[config.mk]
export PLATFORM = sky130hd
export DESIGN_NAME = fetch_queue
export DESIGN_NICKNAME = d
export VERILOG_FILES = /design/src/rtl/fetch_queue.sv
export SDC_FILE = /design/constraint.sdc
export NUM_CORES = 1
export LEC_CHECK = 0
export ABC_AREA = 1
export CAP_MARGIN = 20
export CELL_PAD_IN_SITES_DETAIL_PLACEMENT = 0
export CELL_PAD_IN_SITES_GLOBAL_PLACEMENT = 1
export CORE_ASPECT_RATIO = 0.75
export CORE_MARGIN = 3
export CORE_UTILIZATION = 35
export DETAILED_ROUTE_END_ITERATION = 10
export PLACE_DENSITY = 0.71
export SYNTH_ARGS = -nofsm -noshare
export SYNTH_HDL_FRONTEND = slang
export SYNTH_SLANG_ARGS = --single-unit
[constraint.sdc]
create_clock -name clk -period 24.3 [get_ports clk]
set_input_delay 3.645 -clock clk [delete_from_list [all_inputs] [get_ports clk]]
set_output_delay 3.645 -clock clk [all_outputs]
set_load 0.03 [all_outputs]
[src/rtl/fetch_queue.sv]
// Instruction-fetch front end: owns the PC, issues one-at-a-time fetches to a
// variable-latency instruction memory and queues {PC, instruction} for decode.
module fetch_queue #(
    parameter int          DEPTH    = 4,
    parameter logic [63:0] RESET_PC = 64'h0
) (
    input  logic        clk,
    input  logic        Reset,
    input  logic        Redirect,
    input  logic [63:0] RedirectPC,
    input  logic        Stall,
    output logic        ImReq,
    output logic [63:0] ImAddr,
    input  logic        ImAck,
    input  logic [31:0] ImData,
    output logic        InstValid,
    output logic [31:0] Instruction,
    output logic [63:0] InstPC
);

    localparam int PW = (DEPTH > 1) ? $clog2(DEPTH) : 1;
    localparam int CW = PW + 1;
    localparam logic [CW-1:0] FULL = CW'(DEPTH);

    typedef enum logic [1:0] {IDLE, WAIT, DROP} state_t;

    typedef struct packed {
        logic [63:0] pc;
        logic [31:0] instr;
    } entry_t;

    entry_t        mem_q [DEPTH];
    logic [PW-1:0] rd_q, wr_q;
    logic [CW-1:0] cnt_q, cnt_d;
    state_t        state_q;
    logic          req_q;
    logic [63:0]   addr_q, fetch_pc_q;

    logic [63:0] redir_pc;
    logic        deq, enq;

    assign redir_pc    = RedirectPC & ~64'h3;
    assign InstValid   = (cnt_q != '0);
    assign Instruction = mem_q[rd_q].instr;
    assign InstPC      = mem_q[rd_q].pc;
    assign ImReq       = req_q;
    assign ImAddr      = addr_q;

    // In WAIT and DROP a request is always live, so ImAck is only honoured there.
    assign deq   = InstValid && !Stall && !Redirect;
    assign enq   = (state_q == WAIT) && ImAck && !Redirect;
    assign cnt_d = cnt_q + CW'(enq) - CW'(deq);

    always_ff @(posedge clk) begin
        if (Reset) begin
            state_q    <= IDLE;
            req_q      <= 1'b0;
            addr_q     <= RESET_PC;
            fetch_pc_q <= RESET_PC;
            cnt_q      <= '0;
            rd_q       <= '0;
            wr_q       <= '0;
            for (int i = 0; i < DEPTH; i++) mem_q[i] <= '0;
        end else begin
            if (Redirect) begin
                cnt_q <= '0;
                rd_q  <= '0;
                wr_q  <= '0;
            end else begin
                cnt_q <= cnt_d;
                if (deq) rd_q <= rd_q + PW'(1);
                if (enq) begin
                    mem_q[wr_q] <= entry_t'{pc: addr_q, instr: ImData};
                    wr_q        <= wr_q + PW'(1);
                end
            end

            case (state_q)
                IDLE: begin
                    if (Redirect) begin
                        fetch_pc_q <= redir_pc;
                        req_q      <= 1'b1;
                        addr_q     <= redir_pc;
                        state_q    <= WAIT;
                    end else if (cnt_q < FULL) begin
                        req_q   <= 1'b1;
                        addr_q  <= fetch_pc_q;
                        state_q <= WAIT;
                    end
                end
                WAIT: begin
                    if (ImAck) begin
                        if (Redirect) begin
                            addr_q     <= redir_pc;
                            fetch_pc_q <= redir_pc;
                        end else begin
                            fetch_pc_q <= addr_q + 64'd4;
                            // Keep streaming only while the post-edge queue still has room.
                            if (cnt_d < FULL) begin
                                addr_q <= addr_q + 64'd4;
                            end else begin
                                req_q   <= 1'b0;
                                state_q <= IDLE;
                            end
                        end
                    end else if (Redirect) begin
                        fetch_pc_q <= redir_pc;
                        state_q    <= DROP;
                    end
                end
                DROP: begin
                    if (Redirect) fetch_pc_q <= redir_pc;
                    if (ImAck) begin
                        addr_q  <= Redirect ? redir_pc : fetch_pc_q;
                        state_q <= WAIT;
                    end
                end
                default: state_q <= IDLE;
            endcase
        end
    end

endmodule
Word level (Yosys, flattened, before mapping)
Memory sizes are Yosys's and may differ from the RTL's. A register that Yosys moved wholly into a read port is not among the register bits.
Index checks and enable logic that the tools add are counted.
{"block": "classes", "n_mux": 36, "n_eq_ne": 11, "reduce_logical": 17, "addsub": 5, "n_lt_le_gt_ge": 2}
{"op": "64-bit two-way mux", "n": 9}
{"op": "64-bit case mux with 3 select lines", "n": 1}
{"op": "64-bit case mux with 2 select lines", "n": 1}
{"op": "96-bit two-way mux", "n": 1}
{"op": "96-bit OR reduction", "n": 1}
{"op": "64-bit by 3-bit adder with 64-bit output (second input constant)", "n": 1}
{"op": "2-bit two-way mux", "n": 10}
{"op": "5-bit AND reduction", "n": 3}
{"op": "1-bit two-way mux", "n": 12}
{"op": "3-bit inequality test (second input constant)", "n": 4}
{"op": "2-bit inequality test (second input constant)", "n": 4}
{"op": "3-bit < comparator (second input constant)", "n": 2}
{"op": "2-bit case mux with 3 select lines", "n": 1}
{"op": "3-bit nonzero test", "n": 2}
{"op": "2-bit by 1-bit adder with 2-bit output (second input constant)", "n": 2}
{"op": "1-bit logical AND", "n": 4}
{"op": "2-bit nonzero test", "n": 2}
{"op": "2-bit OR reduction", "n": 2}
{"op": "3-bit by 1-bit adder with 3-bit output", "n": 1}
{"op": "3-bit by 2-bit inequality test with 1-bit output (second input constant)", "n": 1}
{"op": "3-bit by 1-bit subtractor with 3-bit output", "n": 1}
{"op": "2-bit by 1-bit equality test with 1-bit output (second input constant)", "n": 1}
{"op": "2-bit equality test (second input constant)", "n": 1}
{"op": "1-bit logical NOT", "n": 2}
{"op": "2 further kinds", "n": 2}
{"block": "word_totals", "out_inout_bits": 162, "reg_bits": 138, "memories": 1, "input_bits": 101, "wordCells": 79, "ramBits": 384}
{"memory": "mem_q", "depth": 4, "width": 96, "read_ports": 1, "rd_ports_with_merged_regs": 1, "write_ports": 4, "line_no": "32", "source": "entry_t mem_q [DEPTH];"}

Depth between registers and ports, before layout
{"block": "depth", "word_depth": 10, "depth_mapped": 17, "mapped_depth_nobuf": 16}

Worst setup path after synthesis
No wires, ideal clock.
{"block": "synth_path", "path_type": "input to register", "from": "input Redirect", "to": "memory mem_q[1][0] (netlist bit) (enable)", "required_ns": 23.617, "setup_slack_ns": 12.817, "path_buffers": 1, "arrival_ns": 10.800, "setup_ns": 0.683, "path_stages": 4, "cell_sequence": "buf_2 -> nor2_2 -> nand2_2 -> o21ai_0"}
{"item": "from (decl)", "line_no": "9", "source": "input logic Redirect,"}
{"item": "to (decl)", "line_no": "32"}

==> results.toml <==
[logic_synthesis]
synth_top_area_share_pct = 45.0
synth_edf_count = 384
synth_top_flop_cell = "edfxtp_1"
ys_ff_latch = 524
syn_area_sq_um = 25600
synth_area_leaders = "edfxtp_1 45%, dfxtp_1 11%, nor2_1 9.7%, nand2_1 9.3%, o21ai_0 6.5%"
synth_area_leader_cell = "edfxtp_1"
ys_seq_area_share_pct = 56.0
async_flop_share_pct = 0
syn-instance-count = 3119
netlist-cell-type-count = 34
syn_avg_cell_area_sq_um = 8.21
yosysWarnings = 0
synth_nets = 3224

[finish]
layout-area-overhead-vs-synth_pct = 20.0
final_common_cell = "nor2_1"
diodes = 0
final_nets = 3380
post-route-util_pct = 42.6
mostFrequentLayoutCells = "660 x nor2_1, 625 x nand2_1, 384 x edfxtp_1, 333 x o21ai_0, 258 x clkdlybuf4s50_1"
layout-drive-gt1-share_pct = 4.73

[worst_setup_path]
r2r_slack_ns = 18.63
path_class = "reg -> out"
worstPathArrival_ns = 4.26
crit_fanout = 68
end_kind = "primary output"
start_kind = "register"
cp_data_required_time_ns = 20.65

[run_status]
status = "finished, final reports clean"

[sta]
slew_violations = 0
setup_viol = 0
slew_headroom_pct = 29.5
rsz0062_at_grt = "false"
hold_violations = 0
max_clock_freq_mhz = 126
fin_crit_ns = 7.91
finalSetupTns_ns = 0
post-route-period-util_pct = 32.5
worstMarginPinSlew_ns = 1.06
clock-skew-final_ns = 0.0247

[grt]
grt_pass1_vias = 21972
grt_pass1_wl_mm = 138
grtUsageTotal_pct = 23.8
grt_overflow = 0
grt_max_degree = 105
grt_antenna_before_repair = 2

[cts]
cts_setup_buffers = 0
cts_tree = "yes"
cts_sinks = 524
hold_buffers = 0
htreeDepth = 2
path_clk_slew_ns = 0.07
cts_root_buf = "clkbuf_16"
clock_latency_ns = 0.63
clk_path_buf_depth = 3
cts_resized = 0
cts_buffers = 56

[job]
maxCapViolCount = 0

[floorplanning]
row_count = 85
design.core.area_sq_um = 72100
dieHeight_microns = 240
io_pins = 263
initial_core_util_pct = 35.5
die_w_microns = 318
dieArea_sq_um = 76500

[placed_design]
port_buffers = 260
hpwl_mm = 58.9
gp_congestion = 0.924

[drt]
post_drt_wl_per_cell_microns = 22.0
wirelength_mm = 94.3
route.vias.total = 22955
avgViaCountPerCell = 5.36
drtAntennaViolNets = 0
drt-pass1-iter-count = 6
drt_iter0_markers = 1944
drcViolationCount = 0

[pwr]
p_per_area_nw_per_um2 = 72.9
p_leak_uw = 0.0112
ir_worst_vdd_mv = 0.0472

[worst_hold_path]
min_path_type = "reg -> reg"
[worst max-delay path, cell delays in order, from the launching register on]
cell	delay, ns
dfxtp_2	0.31
buf_4	0.29
inv_2	0.52
buf_4	0.75
o21ai_0	0.21
o22ai_1	0.60
clkdlybuf4s50_1	0.81
[path summary, 6_finish.rpt]
path | start | end | cells past startpoint
max | register | InstPC[38] | 6
min reg2reg | ImReq | ImReq | 2
max reg2reg | state_q[0] | ImAddr[35] | 18
min | ImReq | ImReq | 2
[layer usage]
layer / GRT usage [%] / vias up / share of wire [%]
li1: - / 10784 / -
met1: 32.7 / 11094 / 44
met2: 37.8 / 932 / 45
met3: 4.99 / 145 / 8.1
met4: 7.29 / 0 / 2.9
met5: 0 / - / 0
[power breakdown]
part	switching, uW	internal, uW	total [uW]
logic	234	108	342
clock network	375	469	844
registers	45.6	1010	1060
[area by class of cell]
class,instances,area (sq um)
Clock buffer,68,1450
Clock inverter,37,340
Fill cell,7061,41400
Inverter,206,782
Multi-Input combinational cell,2193,9760
Sequential cell,524,14300
Tap cell,957,1200
Timing Repair Buffer,294,2870
[through the flow]
| stage | hold WS, ns | cells | instance area (sq um) | total power, uW | setup slack [ns] |
|---|---|---|---|---|---|
| 2_1_floorplan | 0.436 | 3119 | 25600 | 1260 | 12.82 |
| 3_3_place_gp | 0.437 | 4173 | 28900 | 1410 | 16.32 |
| 3_5_place_dp | 0.445 | 4173 | 28900 | 1420 | 16.24 |
| 4_1_cts | 0.455 | 4278 | 30700 | 2260 | 16.19 |
| 5_1_grt | 0.468 | 4279 | 30700 | 2330 | 16.20 |
| 6_report | 0.449 | 4279 | 30700 | 2240 | 16.39 |
[logic make-up (layout without fill, tap and decap cells)]
group                    Yosys count  in the layout  synth area share, %
AND/OR/NAND/NOR                 1518           1518                 23.5
AO/OA/AOI/OAI                    658            658                 13.7
flip-flops                       524            524                 56.0
buffers and inverters            402            605                 6.11
XOR/XNOR                          13             13                0.445
adder cells (fa/ha/maj)            4              4                0.225
[sequential cells by signal, indices dropped and copies added (netlist names), named ones only]
register    flops
ImAddr         64
ImReq           1
cnt_q           3
fetch_pc_q     64
mem_q         384
rd_q            2
state_q         2
wr_q            2
[cells in the mapped netlist (all sizes together), types with 9 or more instances]
cell type,count
clkbuf,151
o21bai,17
a21oi,191
nor3,80
dfxtp,140
nand4,9
edfxtp,384
buf,45
inv,205
xor2,13
nor2,676
nand2,633
o22ai,96
nand3,119
o21ai,335
Note: power is estimated with default switching activity, not from simulation.
